## src/rtl/axilite_pkg.sv

```systemverilog
// Shared types and helpers for the AXI4-Lite to APB bridge.
package axilite_pkg;

  localparam logic [1:0] RESP_OKAY   = 2'b00;
  localparam logic [1:0] RESP_SLVERR = 2'b10;
  localparam logic [1:0] RESP_DECERR = 2'b11;

  typedef enum logic [1:0] {
    ST_IDLE   = 2'd0,
    ST_SETUP  = 2'd1,
    ST_ACCESS = 2'd2,
    ST_RESP   = 2'd3
  } bridge_state_e;

  // True when addr falls inside [base, base+size).
  function automatic logic apb_in_window(input logic [31:0] addr,
                                         input logic [31:0] base,
                                         input logic [31:0] size);
    return (addr >= base) && ((addr - base) < size);
  endfunction

endpackage

```

## src/rtl/apb_wait_timer.sv

```systemverilog
// APB wait-state watchdog; only built when APB_TIMEOUT_EN is defined.
`ifdef APB_TIMEOUT_EN
module apb_wait_timer #(
  parameter int unsigned TIMEOUT_CYCLES = 255
) (
  input  logic clk,
  input  logic rst_n,
  input  logic start_i,
  input  logic clear_i,
  output logic expired_o
);

  localparam int unsigned CNT_W = ($clog2(TIMEOUT_CYCLES + 1) > 8) ? $clog2(TIMEOUT_CYCLES + 1) : 8;

  logic [CNT_W-1:0] cnt_q;

  // expired_o rises in the TIMEOUT_CYCLES-th cycle that start_i is held.
  always_ff @(posedge clk or negedge rst_n) begin
    if (!rst_n) begin
      cnt_q     <= '0;
      expired_o <= 1'b0;
    end else if (clear_i) begin
      cnt_q     <= '0;
      expired_o <= 1'b0;
    end else if (start_i) begin
      cnt_q     <= cnt_q + CNT_W'(1);
      expired_o <= (cnt_q == CNT_W'(TIMEOUT_CYCLES - 2));
    end
  end

endmodule
`endif

```

## src/rtl/axilite_apb_bridge.sv

```systemverilog
// AXI4-Lite responder forwarding one transaction at a time as an APB transfer.
// Optional APB wait-state timeout: define APB_TIMEOUT_EN.
module axilite_apb_bridge
  import axilite_pkg::*;
#(
  parameter int unsigned ADDR_W         = 32,
  parameter logic [31:0] APB_BASE       = 32'h0,
  parameter logic [31:0] APB_SIZE       = 32'h1000,
  parameter int unsigned TIMEOUT_CYCLES = 255
) (
  input  logic              s_axi_aclk,
  input  logic              s_axi_aresetn,
  input  logic              s_axi_awvalid,
  output logic              s_axi_awready,
  input  logic [ADDR_W-1:0] s_axi_awaddr,
  input  logic              s_axi_wvalid,
  output logic              s_axi_wready,
  input  logic [31:0]       s_axi_wdata,
  input  logic [3:0]        s_axi_wstrb,
  output logic              s_axi_bvalid,
  input  logic              s_axi_bready,
  output logic [1:0]        s_axi_bresp,
  input  logic              s_axi_arvalid,
  output logic              s_axi_arready,
  input  logic [ADDR_W-1:0] s_axi_araddr,
  output logic              s_axi_rvalid,
  input  logic              s_axi_rready,
  output logic [31:0]       s_axi_rdata,
  output logic [1:0]        s_axi_rresp,
  output logic [ADDR_W-1:0] m_apb_paddr,
  output logic              m_apb_psel,
  output logic              m_apb_penable,
  output logic              m_apb_pwrite,
  output logic [31:0]       m_apb_pwdata,
  output logic [3:0]        m_apb_pstrb,
  input  logic [31:0]       m_apb_prdata,
  input  logic              m_apb_pready,
  input  logic              m_apb_pslverr
);

  if (TIMEOUT_CYCLES < 2) begin : g_bad_timeout
    $error("TIMEOUT_CYCLES must be at least 2");
  end

  bridge_state_e     state_q;
  logic              is_wr_q, last_wr_q;
  logic              aw_full_q, w_full_q, ar_full_q;
  logic [ADDR_W-1:0] awaddr_q, araddr_q;
  logic [31:0]       wdata_q;
  logic [3:0]        wstrb_q;
  logic              aw_full_d, w_full_d, ar_full_d;
  logic              aw_hs, w_hs, ar_hs, wr_pend, rd_pend, grant_wr, grant_hit;
  logic              idle_go, access_done, free_wr, free_rd, expired;
  logic [ADDR_W-1:0] grant_addr;
  logic [1:0]        resp_c;

`ifdef APB_TIMEOUT_EN
  apb_wait_timer #(.TIMEOUT_CYCLES(TIMEOUT_CYCLES)) u_timer (
    .clk      (s_axi_aclk),
    .rst_n    (s_axi_aresetn),
    .start_i  (state_q == ST_ACCESS),
    .clear_i  (state_q != ST_ACCESS),
    .expired_o(expired)
  );
`else
  assign expired = 1'b0;
`endif

  // Arbitration, window decode and capture-slot bookkeeping.
  always_comb begin
    aw_hs       = s_axi_awvalid && s_axi_awready;
    w_hs        = s_axi_wvalid && s_axi_wready;
    ar_hs       = s_axi_arvalid && s_axi_arready;
    wr_pend     = aw_full_q && w_full_q;
    rd_pend     = ar_full_q;
    grant_wr    = wr_pend && !(rd_pend && last_wr_q);
    grant_addr  = grant_wr ? awaddr_q : araddr_q;
    grant_hit   = apb_in_window(32'(grant_addr), APB_BASE, APB_SIZE);
    idle_go     = (state_q == ST_IDLE) && (wr_pend || rd_pend);
    access_done = (state_q == ST_ACCESS) && (m_apb_pready || expired);
    free_wr     = (idle_go && grant_wr && !grant_hit) || (access_done && is_wr_q);
    free_rd     = (idle_go && !grant_wr && !grant_hit) || (access_done && !is_wr_q);
    aw_full_d   = (aw_full_q || aw_hs) && !free_wr;
    w_full_d    = (w_full_q || w_hs) && !free_wr;
    ar_full_d   = (ar_full_q || ar_hs) && !free_rd;
    resp_c      = (m_apb_pready && !m_apb_pslverr) ? RESP_OKAY : RESP_SLVERR;
  end

  always_ff @(posedge s_axi_aclk or negedge s_axi_aresetn) begin
    if (!s_axi_aresetn) begin
      aw_full_q     <= 1'b0;
      w_full_q      <= 1'b0;
      ar_full_q     <= 1'b0;
      awaddr_q      <= '0;
      araddr_q      <= '0;
      wdata_q       <= '0;
      wstrb_q       <= '0;
      s_axi_awready <= 1'b0;
      s_axi_wready  <= 1'b0;
      s_axi_arready <= 1'b0;
    end else begin
      aw_full_q     <= aw_full_d;
      w_full_q      <= w_full_d;
      ar_full_q     <= ar_full_d;
      s_axi_awready <= !aw_full_d;
      s_axi_wready  <= !w_full_d;
      s_axi_arready <= !ar_full_d;
      if (aw_hs) awaddr_q <= s_axi_awaddr;
      if (ar_hs) araddr_q <= s_axi_araddr;
      if (w_hs) begin
        wdata_q <= s_axi_wdata;
        wstrb_q <= s_axi_wstrb;
      end
    end
  end

  // Bridge FSM; every AXI response and APB signal is a register.
  always_ff @(posedge s_axi_aclk or negedge s_axi_aresetn) begin
    if (!s_axi_aresetn) begin
      state_q       <= ST_IDLE;
      is_wr_q       <= 1'b0;
      last_wr_q     <= 1'b0;
      m_apb_psel    <= 1'b0;
      m_apb_penable <= 1'b0;
      m_apb_pwrite  <= 1'b0;
      m_apb_paddr   <= '0;
      m_apb_pwdata  <= '0;
      m_apb_pstrb   <= '0;
      s_axi_bvalid  <= 1'b0;
      s_axi_bresp   <= RESP_OKAY;
      s_axi_rvalid  <= 1'b0;
      s_axi_rresp   <= RESP_OKAY;
      s_axi_rdata   <= '0;
    end else begin
      case (state_q)
        ST_IDLE: if (idle_go) begin
          is_wr_q <= grant_wr;
          if (wr_pend && rd_pend) last_wr_q <= grant_wr;
          if (grant_hit) begin
            state_q      <= ST_SETUP;
            m_apb_psel   <= 1'b1;
            m_apb_pwrite <= grant_wr;
            m_apb_paddr  <= grant_addr;
            m_apb_pwdata <= grant_wr ? wdata_q : 32'h0;
            m_apb_pstrb  <= grant_wr ? wstrb_q : 4'hF;
          end else begin
            state_q <= ST_RESP;
            if (grant_wr) begin
              s_axi_bvalid <= 1'b1;
              s_axi_bresp  <= RESP_DECERR;
            end else begin
              s_axi_rvalid <= 1'b1;
              s_axi_rresp  <= RESP_DECERR;
              s_axi_rdata  <= '0;
            end
          end
        end
        ST_SETUP: begin
          m_apb_penable <= 1'b1;
          state_q       <= ST_ACCESS;
        end
        ST_ACCESS: if (access_done) begin
          m_apb_psel    <= 1'b0;
          m_apb_penable <= 1'b0;
          state_q       <= ST_RESP;
          if (is_wr_q) begin
            s_axi_bvalid <= 1'b1;
            s_axi_bresp  <= resp_c;
          end else begin
            s_axi_rvalid <= 1'b1;
            s_axi_rresp  <= resp_c;
            s_axi_rdata  <= m_apb_pready ? m_apb_prdata : 32'h0;
          end
        end
        ST_RESP: if (is_wr_q ? s_axi_bready : s_axi_rready) begin
          s_axi_bvalid <= 1'b0;
          s_axi_rvalid <= 1'b0;
          state_q      <= ST_IDLE;
        end
        default: state_q <= ST_IDLE;
      endcase
    end
  end

endmodule
```

## config.mk

```make
export PLATFORM = sky130hd
export DESIGN_NAME = axilite_apb_bridge
export DESIGN_NICKNAME = d
export VERILOG_FILES = /design/src/rtl/axilite_pkg.sv /design/src/rtl/apb_wait_timer.sv /design/src/rtl/axilite_apb_bridge.sv
export SDC_FILE = /design/constraint.sdc
export NUM_CORES = 1
export LEC_CHECK = 0
export CAP_MARGIN = 20
export CORE_MARGIN = 1.5
export CORE_UTILIZATION = 35
export CTS_CLUSTER_DIAMETER = 120
export DETAILED_ROUTE_END_ITERATION = 16
export RECOVER_POWER = 50
export SLEW_MARGIN = 20
export SYNTH_ARGS = -nofsm -noshare
export SYNTH_HDL_FRONTEND = slang
export SYNTH_HIERARCHICAL = 1
export SYNTH_SLANG_ARGS = --single-unit
export TNS_END_PERCENT = 10
```

## constraint.sdc

```tcl
create_clock -name s_axi_aclk -period 3.2 [get_ports s_axi_aclk]
set_clock_uncertainty 0.2 [all_clocks]
set_input_delay 0.64 -clock s_axi_aclk [delete_from_list [all_inputs] [get_ports s_axi_aclk]]
set_output_delay 0.64 -clock s_axi_aclk [all_outputs]
set_load 0.005 [all_outputs]
```

==> results of run 1 <==
## sequential cells by signal, indices dropped and copies added, names as in the netlist, 2 cells and up
name,flops
m_apb_pwdata,32
s_axi_rresp,2
m_apb_pstrb,4
wdata_q,32
m_apb_paddr,32
s_axi_bresp,2
awaddr_q,32
state_q,2
wstrb_q,4
s_axi_rdata,32
araddr_q,32
## logic make-up after synthesis
group / Yosys count / share of synthesized area, %
AO/OA/AOI/OAI: 71 / 6.667
XOR/XNOR: 1 / 0.09973
adder cells (fa/ha/maj): 5 / 0.7123
buffers and inverters: 50 / 2.892
flip-flops: 219 / 62.39
multiplexers: 148 / 19.17
AND/OR/NAND/NOR: 133 / 8.063
## power breakdown
| part | switching [mW] | total (mW) | internal, mW |
|---|---|---|---|
| sequential | 0.467 | 4.11 | 3.65 |
| clock | 1.15 | 3.12 | 1.97 |
| combinational | 1.24 | 2.92 | 1.68 |
| total | 2.86 | 10.2 | 7.31 |
## worst max-delay path, delay by kind of cell, from the launching register on
kind / cells / cell delay [ns]
buffers and inverters: 1 / 0.26
and+or+nand+nor: 4 / 1.09
DFF: 1 / 0.43
AOI/OAI and AO/OA: 1 / 0.33
muxes: 1 / 0.37
## worst max-delay path by stage
stage | startpoint | end | slack, ns | depth (start not counted)
global route | s_axi_aresetn | wdata_q[21] | 0.21 | 3
detailed placement | ar_full_q | m_apb_paddr[5] | 0.39 | 7
CTS | ar_full_q | m_apb_paddr[5] | 0.38 | 7
global placement | ar_full_q | m_apb_paddr[3] | 0.42 | 7
floorplan | ar_full_q | m_apb_paddr[10] | 0.71 | 10
finish | ar_full_q | m_apb_paddr[5] | 0.39 | 7
## layout by cell type (no fill, tap or decap), types with 2 or more instances in the layout
cell type and n:
a22o_1 34, mux2_2 138, bufinv_16 5, and2_1 22
o21ai_0 5, inv_1 8, dlygate4sd3_1 3, o21a_1 5
ha_1 5, o22a_1 4, a21oi_1 5, o31ai_1 2
clkbuf_8 6, buf_4 10, nor4_1 9, clkbuf_16 25
nand3_1 5, and2_0 2, nor2_1 4, mux2_4 6
mux2i_1 4, clkdlybuf4s50_1 249, clkinv_2 6, dfrtp_1 219
nand2_1 47, clkbuf_1 5, o2bb2ai_1 2, and3_1 35
buf_12 3
## area by class of cell
class | count | area (um^2)
Sequential cell | 219 | 5480
Fill cell | 2137 | 11900
Antenna cell | 1 | 2.502
Clock buffer | 33 | 715.7
Timing Repair Buffer | 270 | 2679
Inverter | 8 | 30.03
Clock inverter | 13 | 196.4
Tap cell | 324 | 405.4
Multi-Input combinational cell | 358 | 3058
## per-stage QoR
step,util (%),instances,power [mW]
after global routing,51.37,1226,10.81
after floorplan,-,627,5.992
final,51.37,1226,10.16
after global placement,47.70,1178,7.094
after CTS,51.47,1225,10.33
after detailed placement,47.70,1178,7.147
## repair_timing
item / in CTS / in global routing
setup buffers: 0 / 0
hold buffers: 1 / 0
endpoints found under the hold margin: 73 / 0
## layer usage
layer | routed length (um) | vias to the layer above | GRT usage, %
li1 | - | 2755 | -
met1 | 9718 | 2907 | 23.67
met2 | 9206 | 203 | 24.62
met3 | 1819 | 33 | 5.059
met4 | 479 | 0 | 3.998
met5 | 0 | - | 0
==> impl_metrics.json, run 1 <==
{
  "status": "finished, violations left",
  "violations": "capacitance limit, slew limit",
  "power_density_nw_per_um2": 808.6,
  "postSynthAreaPerCell_um2": 14.01,
  "clk_latency_ns": 0.53,
  "syn_to_final_growth_pct": 43.08,
  "io_buffer_count": 252,
  "nets": 1028,
  "ant_nets": 0,
  "setup_tns_ns": 0,
  "start_util_pct": 35.91,
  "dpl.hpwl_um": 14390,
  "first_global_vias": 6200,
  "fmax_ghz": 0.3559,
  "cts_resized": 0,
  "r2r_cells": 7,
  "rrSetupSlack_ns": 0.39,
  "grt_antenna_before_repair": 1,
  "synth_edf_count": 0,
  "r2r-start": "ar_full_q",
  "seq_area_frac_synth_pct": 62.39,
  "yosys.cell_types.count": 49,
  "fin_hold_ws_ns": 0.2810,
  "synth_top_area_cell": "dfrtp_1",
  "viasPerCell": 4.811,
  "wire_per_inst_um": 17.31,
  "end_kind": "register",
  "cts.sinks": 219,
  "grt_pass1_wl_um": 34690,
  "die_w_um": 161.4,
  "synth_area_um2": 8783,
  "synth_cells": 627,
  "cts_tree": "built",
  "setup_violations": 0,
  "fin_crit_sh_pct": 87.81,
  "core-area_um2": 24460,
  "hold_viol_final": 0,
  "die-area_um2": 26050,
  "fp.dieH_um": 161.4,
  "gp_congestion": 0.7441,
  "r2r_end": "m_apb_paddr[5]",
  "path_cells": "and2_4 -> or2_1 -> o31ai_4 -> and2_1 -> and3_1 -> buf_4 -> mux2_2",
  "arrival_ns": 3.02,
  "grt_max_degree": 77,
  "synth.net_count": 773,
  "io_pins": 253,
  "cpPeakStageDelay_ns": 0.43,
  "firstDrtPassIters": 6,
  "leakage_nw": 5.629,
  "wirelength_um": 21220,
  "max-vdd-ir-drop_mv": 0.4597,
  "vias": 5898,
  "hold_path_startpoint": "m_apb_paddr[28]",
  "grtUsageTotal_pct": 16.60,
  "rows": 57,
  "tightest_slew_ns": 1.864,
  "htree_levels": 1,
  "root_buffer": "clkbuf_16",
  "path_clk_slew_ns": 0.06,
  "max_cap_violations": 1,
  "ys_warn_count": 6,
  "crit_slowest_cell": "dfrtp_1",
  "drive_gt1_share_pct": 23.31,
  "period_needed_ns": 2.810,
  "holdPathStages": 1,
  "synth_commonest_cells": "dfrtp_1, mux2_2, nand2_1",
  "drv_slew": 75,
  "worst_slack_ns": 0.3899,
  "drtIter0Drc": 349,
  "yosys_most_used_dff": "dfrtp_1",
  "critPathKind": "register to register",
  "holdPathEnd": "m_apb_paddr[28]",
  "slew_headroom_pct": -24.24,
  "required_ns": 3.41,
  "critical_path.startpoint_type": "register",
  "yosysMostFrequentCell": "dfrtp_1",
  "cts_made_buffers": 25,
  "cp_max_fo": 16,
  "rsz0062_at_grt": "no",
  "synth_top_area_share_pct": 62.39,
  "placed_area_um2": 11670,
  "grt-ovfl-total": 0,
  "drc_errors": 0,
  "synth-seq-cells": 219,
  "cts_max_path_buffers": 3,
  "final_design_area_no_fill_um2": 12570,
  "ys_top_cells_by_area": "dfrtp_1, mux2_2, a22o_1",
  "place_ws_ns": 0.3893,
  "hold_path_class": "register to register",
  "synth_async_sr_flop_share_pct": 100.0
}
Power figures use the tool's default switching activity.
==> run 2, diff against run 1 <==
SETUP_SLACK_MARGIN = 0.05   (was unset)
==> results of run 2 <==
Final layout, timing and power as in run 1 (identical DEF).
==> run 3, diff against run 2 <==
CTS_CLUSTER_DIAMETER = 100   (was 120)
DONT_BUFFER_PORTS = 1   (was unset)
SKIP_LAST_GASP = 1   (was unset)
==> run 3 against run 2 <==
- the run ends with hold timing, capacitance limit, slew limit left
- count of clock-buffer cells in the layout is 1 higher
- largest power group unchanged
- non-clock buffer count is 255 lower
- setup slack better by 0.054 ns
- critical endpoint is now s_axi_rdata[7]
- via count is 16% lower
- maximum frequency rose by 2.0%
- combinational power is 21% lower
- cell area is 21% lower
==> impl_metrics.json, run 3 (synthesis results as in run 1) <==
{
  "setup_tns_ns": 0,
  "p_sw_mw": 2.711,
  "pwr-share-clk_pct": 29.7,
  "final_design_area_no_fill_um2": 9908,
  "critPathKind": "register to register",
  "grt_max_degree": 220,
  "grt-ovfl-total": 0,
  "viasPerCell": 5.110,
  "violations": "hold timing, capacitance limit, slew limit",
  "setup_violations": 0,
  "internal-power_mw": 6.590,
  "drive_gt1_share_pct": 31.46,
  "grt_antenna_before_repair": 7,
  "drv_slew": 35,
  "core-area_um2": 24460,
  "gp_congestion": 0.7778,
  "nFillCells": 2275,
  "cp_max_fo": 20,
  "max_cap_violations": 1,
  "max-vdd-ir-drop_mv": 0.5191,
  "comb_power_share_pct": 24.9,
  "die_w_um": 161.4,
  "grt_pass1_wl_um": 30340,
  "arrival_ns": 2.95,
  "fp.dieH_um": 161.4,
  "io_pins": 253,
  "path_clk_slew_ns": 0.06,
  "period_needed_ns": 2.756,
  "first_global_vias": 5406,
  "wire_per_inst_um": 19.80,
  "leakage_nw": 4.614,
  "start_util_pct": 35.91,
  "drc_errors": 0,
  "grtUsageTotal_pct": 14.59,
  "power_density_nw_per_um2": 938.7,
  "cts_max_path_buffers": 3,
  "nets": 773,
  "cts_made_buffers": 25,
  "drtIter0Drc": 275,
  "cts.sinks": 219,
  "fmax_ghz": 0.3629,
  "slew_headroom_pct": -19.92,
  "root_buffer": "clkbuf_16",
  "critical_path.startpoint_type": "register",
  "hold_viol_final": 219,
  "cts_tree": "built",
  "vias": 4957,
  "syn_to_final_growth_pct": 12.81,
  "hold_path_class": "input pin to asynchronous set/reset pin",
  "cpPeakStageDelay_ns": 0.43,
  "required_ns": 3.39,
  "rows": 57,
  "die-area_um2": 26050,
  "tightest_slew_ns": 1.799,
  "fin_hold_ws_ns": -0.3813,
  "status": "finished, violations left",
  "clk_latency_ns": 0.52,
  "path_cells": "and2_4 -> or2_1 -> o31ai_4 -> nand3_1 -> o211ai_4 -> buf_16 -> mux2_2",
  "fin_crit_sh_pct": 86.12,
  "final_cell_mix": "dfrtp_1, mux2_2, nand2_1",
  "placed_area_um2": 9080,
  "pwr-share-seq_pct": 45.4,
  "ant_nets": 0,
  "rsz0062_at_grt": "no",
  "crit_slowest_cell": "dfrtp_1",
  "wirelength_um": 19210,
  "final_common_cell": "dfrtp_1",
  "io_buffer_count": 0,
  "htree_levels": 1,
  "end_kind": "register",
  "firstDrtPassIters": 4,
  "swShare_pct": 29.15,
  "dpl.hpwl_um": 13180
}
-- run 3: cell count changes in the layout (fill, tap and decap cells not counted), moves of 3 or more --
cell / change
bufinv_16: -4
buf_12: -3
clkdlybuf4s50_1: -249
dlygate4sd3_1: -3
diode_2: +3
clkinv_2: -3
-- run 3: path summary, 6_finish.rpt --
kind | from | end | slack (ns) | cells after the start
worst min register to register | wdata_q[5] | m_apb_pwdata[5] | 0.28 | 1
max in group asynchronous | s_axi_aresetn | s_axi_rdata[7] | 2.81 | 0
worst max register to register | ar_full_q | s_axi_rdata[7] | 0.44 | 7
min in group s_axi_aclk | s_axi_araddr[27] | araddr_q[27] | 0.07 | 1
worst min-delay path | s_axi_aresetn | m_apb_paddr[25] | -0.38 | 0
worst max-delay path | ar_full_q | s_axi_rdata[7] | 0.44 | 7
-- run 3: per-layer routing --
metal	track usage, %	share of wire, %	vias to the layer above
met4	4.672	3.1	6
met2	23.72	47	204
li1	-	-	2228
met1	17.41	39	2479
met3	6.240	11	40
met5	0	0.19	-
-- run 3: what timing repair did --
| item | CTS | global route |
|---|---|---|
| buffers inserted | 0 | 0 |
| hold endpoints to repair | 219 | 219 |
| gates resized for setup | 0 | 0 |
-- run 3: per-stage QoR --
stage / power [mW] / instances / worst slack, ns / util [%]
after floorplan: 5.992 / 627 / 0.7099 / -
after global placement: 6.407 / 923 / 0.5131 / 37.12
after detailed placement: 6.570 / 923 / 0.4161 / 37.12
after CTS: 9.389 / 965 / 0.4224 / 40.42
after global routing: 9.887 / 969 / 0.2987 / 40.49
final: 9.301 / 970 / 0.4443 / 40.50
-- run 3: power groups by stage --
| stage | combinational, mW | sequential (mW) | clock, mW |
|---|---|---|---|
| CTS | 2.30 | 4.23 | 2.86 |
| detailed placement | 2.29 | 4.28 | 0 |
| finish | 2.32 | 4.22 | 2.76 |
| global route | 2.58 | 4.34 | 2.97 |
| floorplan | 1.94 | 4.06 | 0 |
| global placement | 2.19 | 4.22 | 0 |
-- run 3: critical path: cells and delay by family (launching register included) --
| kind | cells | cell delay, ns |
|---|---|---|
| buffers and inverters | 1 | 0.23 |
| and+or+nand+nor | 3 | 0.76 |
| muxes | 1 | 0.35 |
| AOI/OAI and AO/OA | 2 | 0.65 |
| DFF | 1 | 0.43 |
-- run 3: layout make-up --
type / instances / area (um^2) / share of cell area, %
sequential: 219 / 5480 / 55.31
multi-input combinational: 358 / 3058 / 30.86
clock buffer: 34 / 729.5 / 7.362
tap: 324 / 405.4 / 4.091
timing repair buffer: 15 / 117.6 / 1.187
clock inverter: 8 / 77.57 / 0.7829
inverter: 8 / 30.03 / 0.3031
antenna: 4 / 10.01 / 0.1010
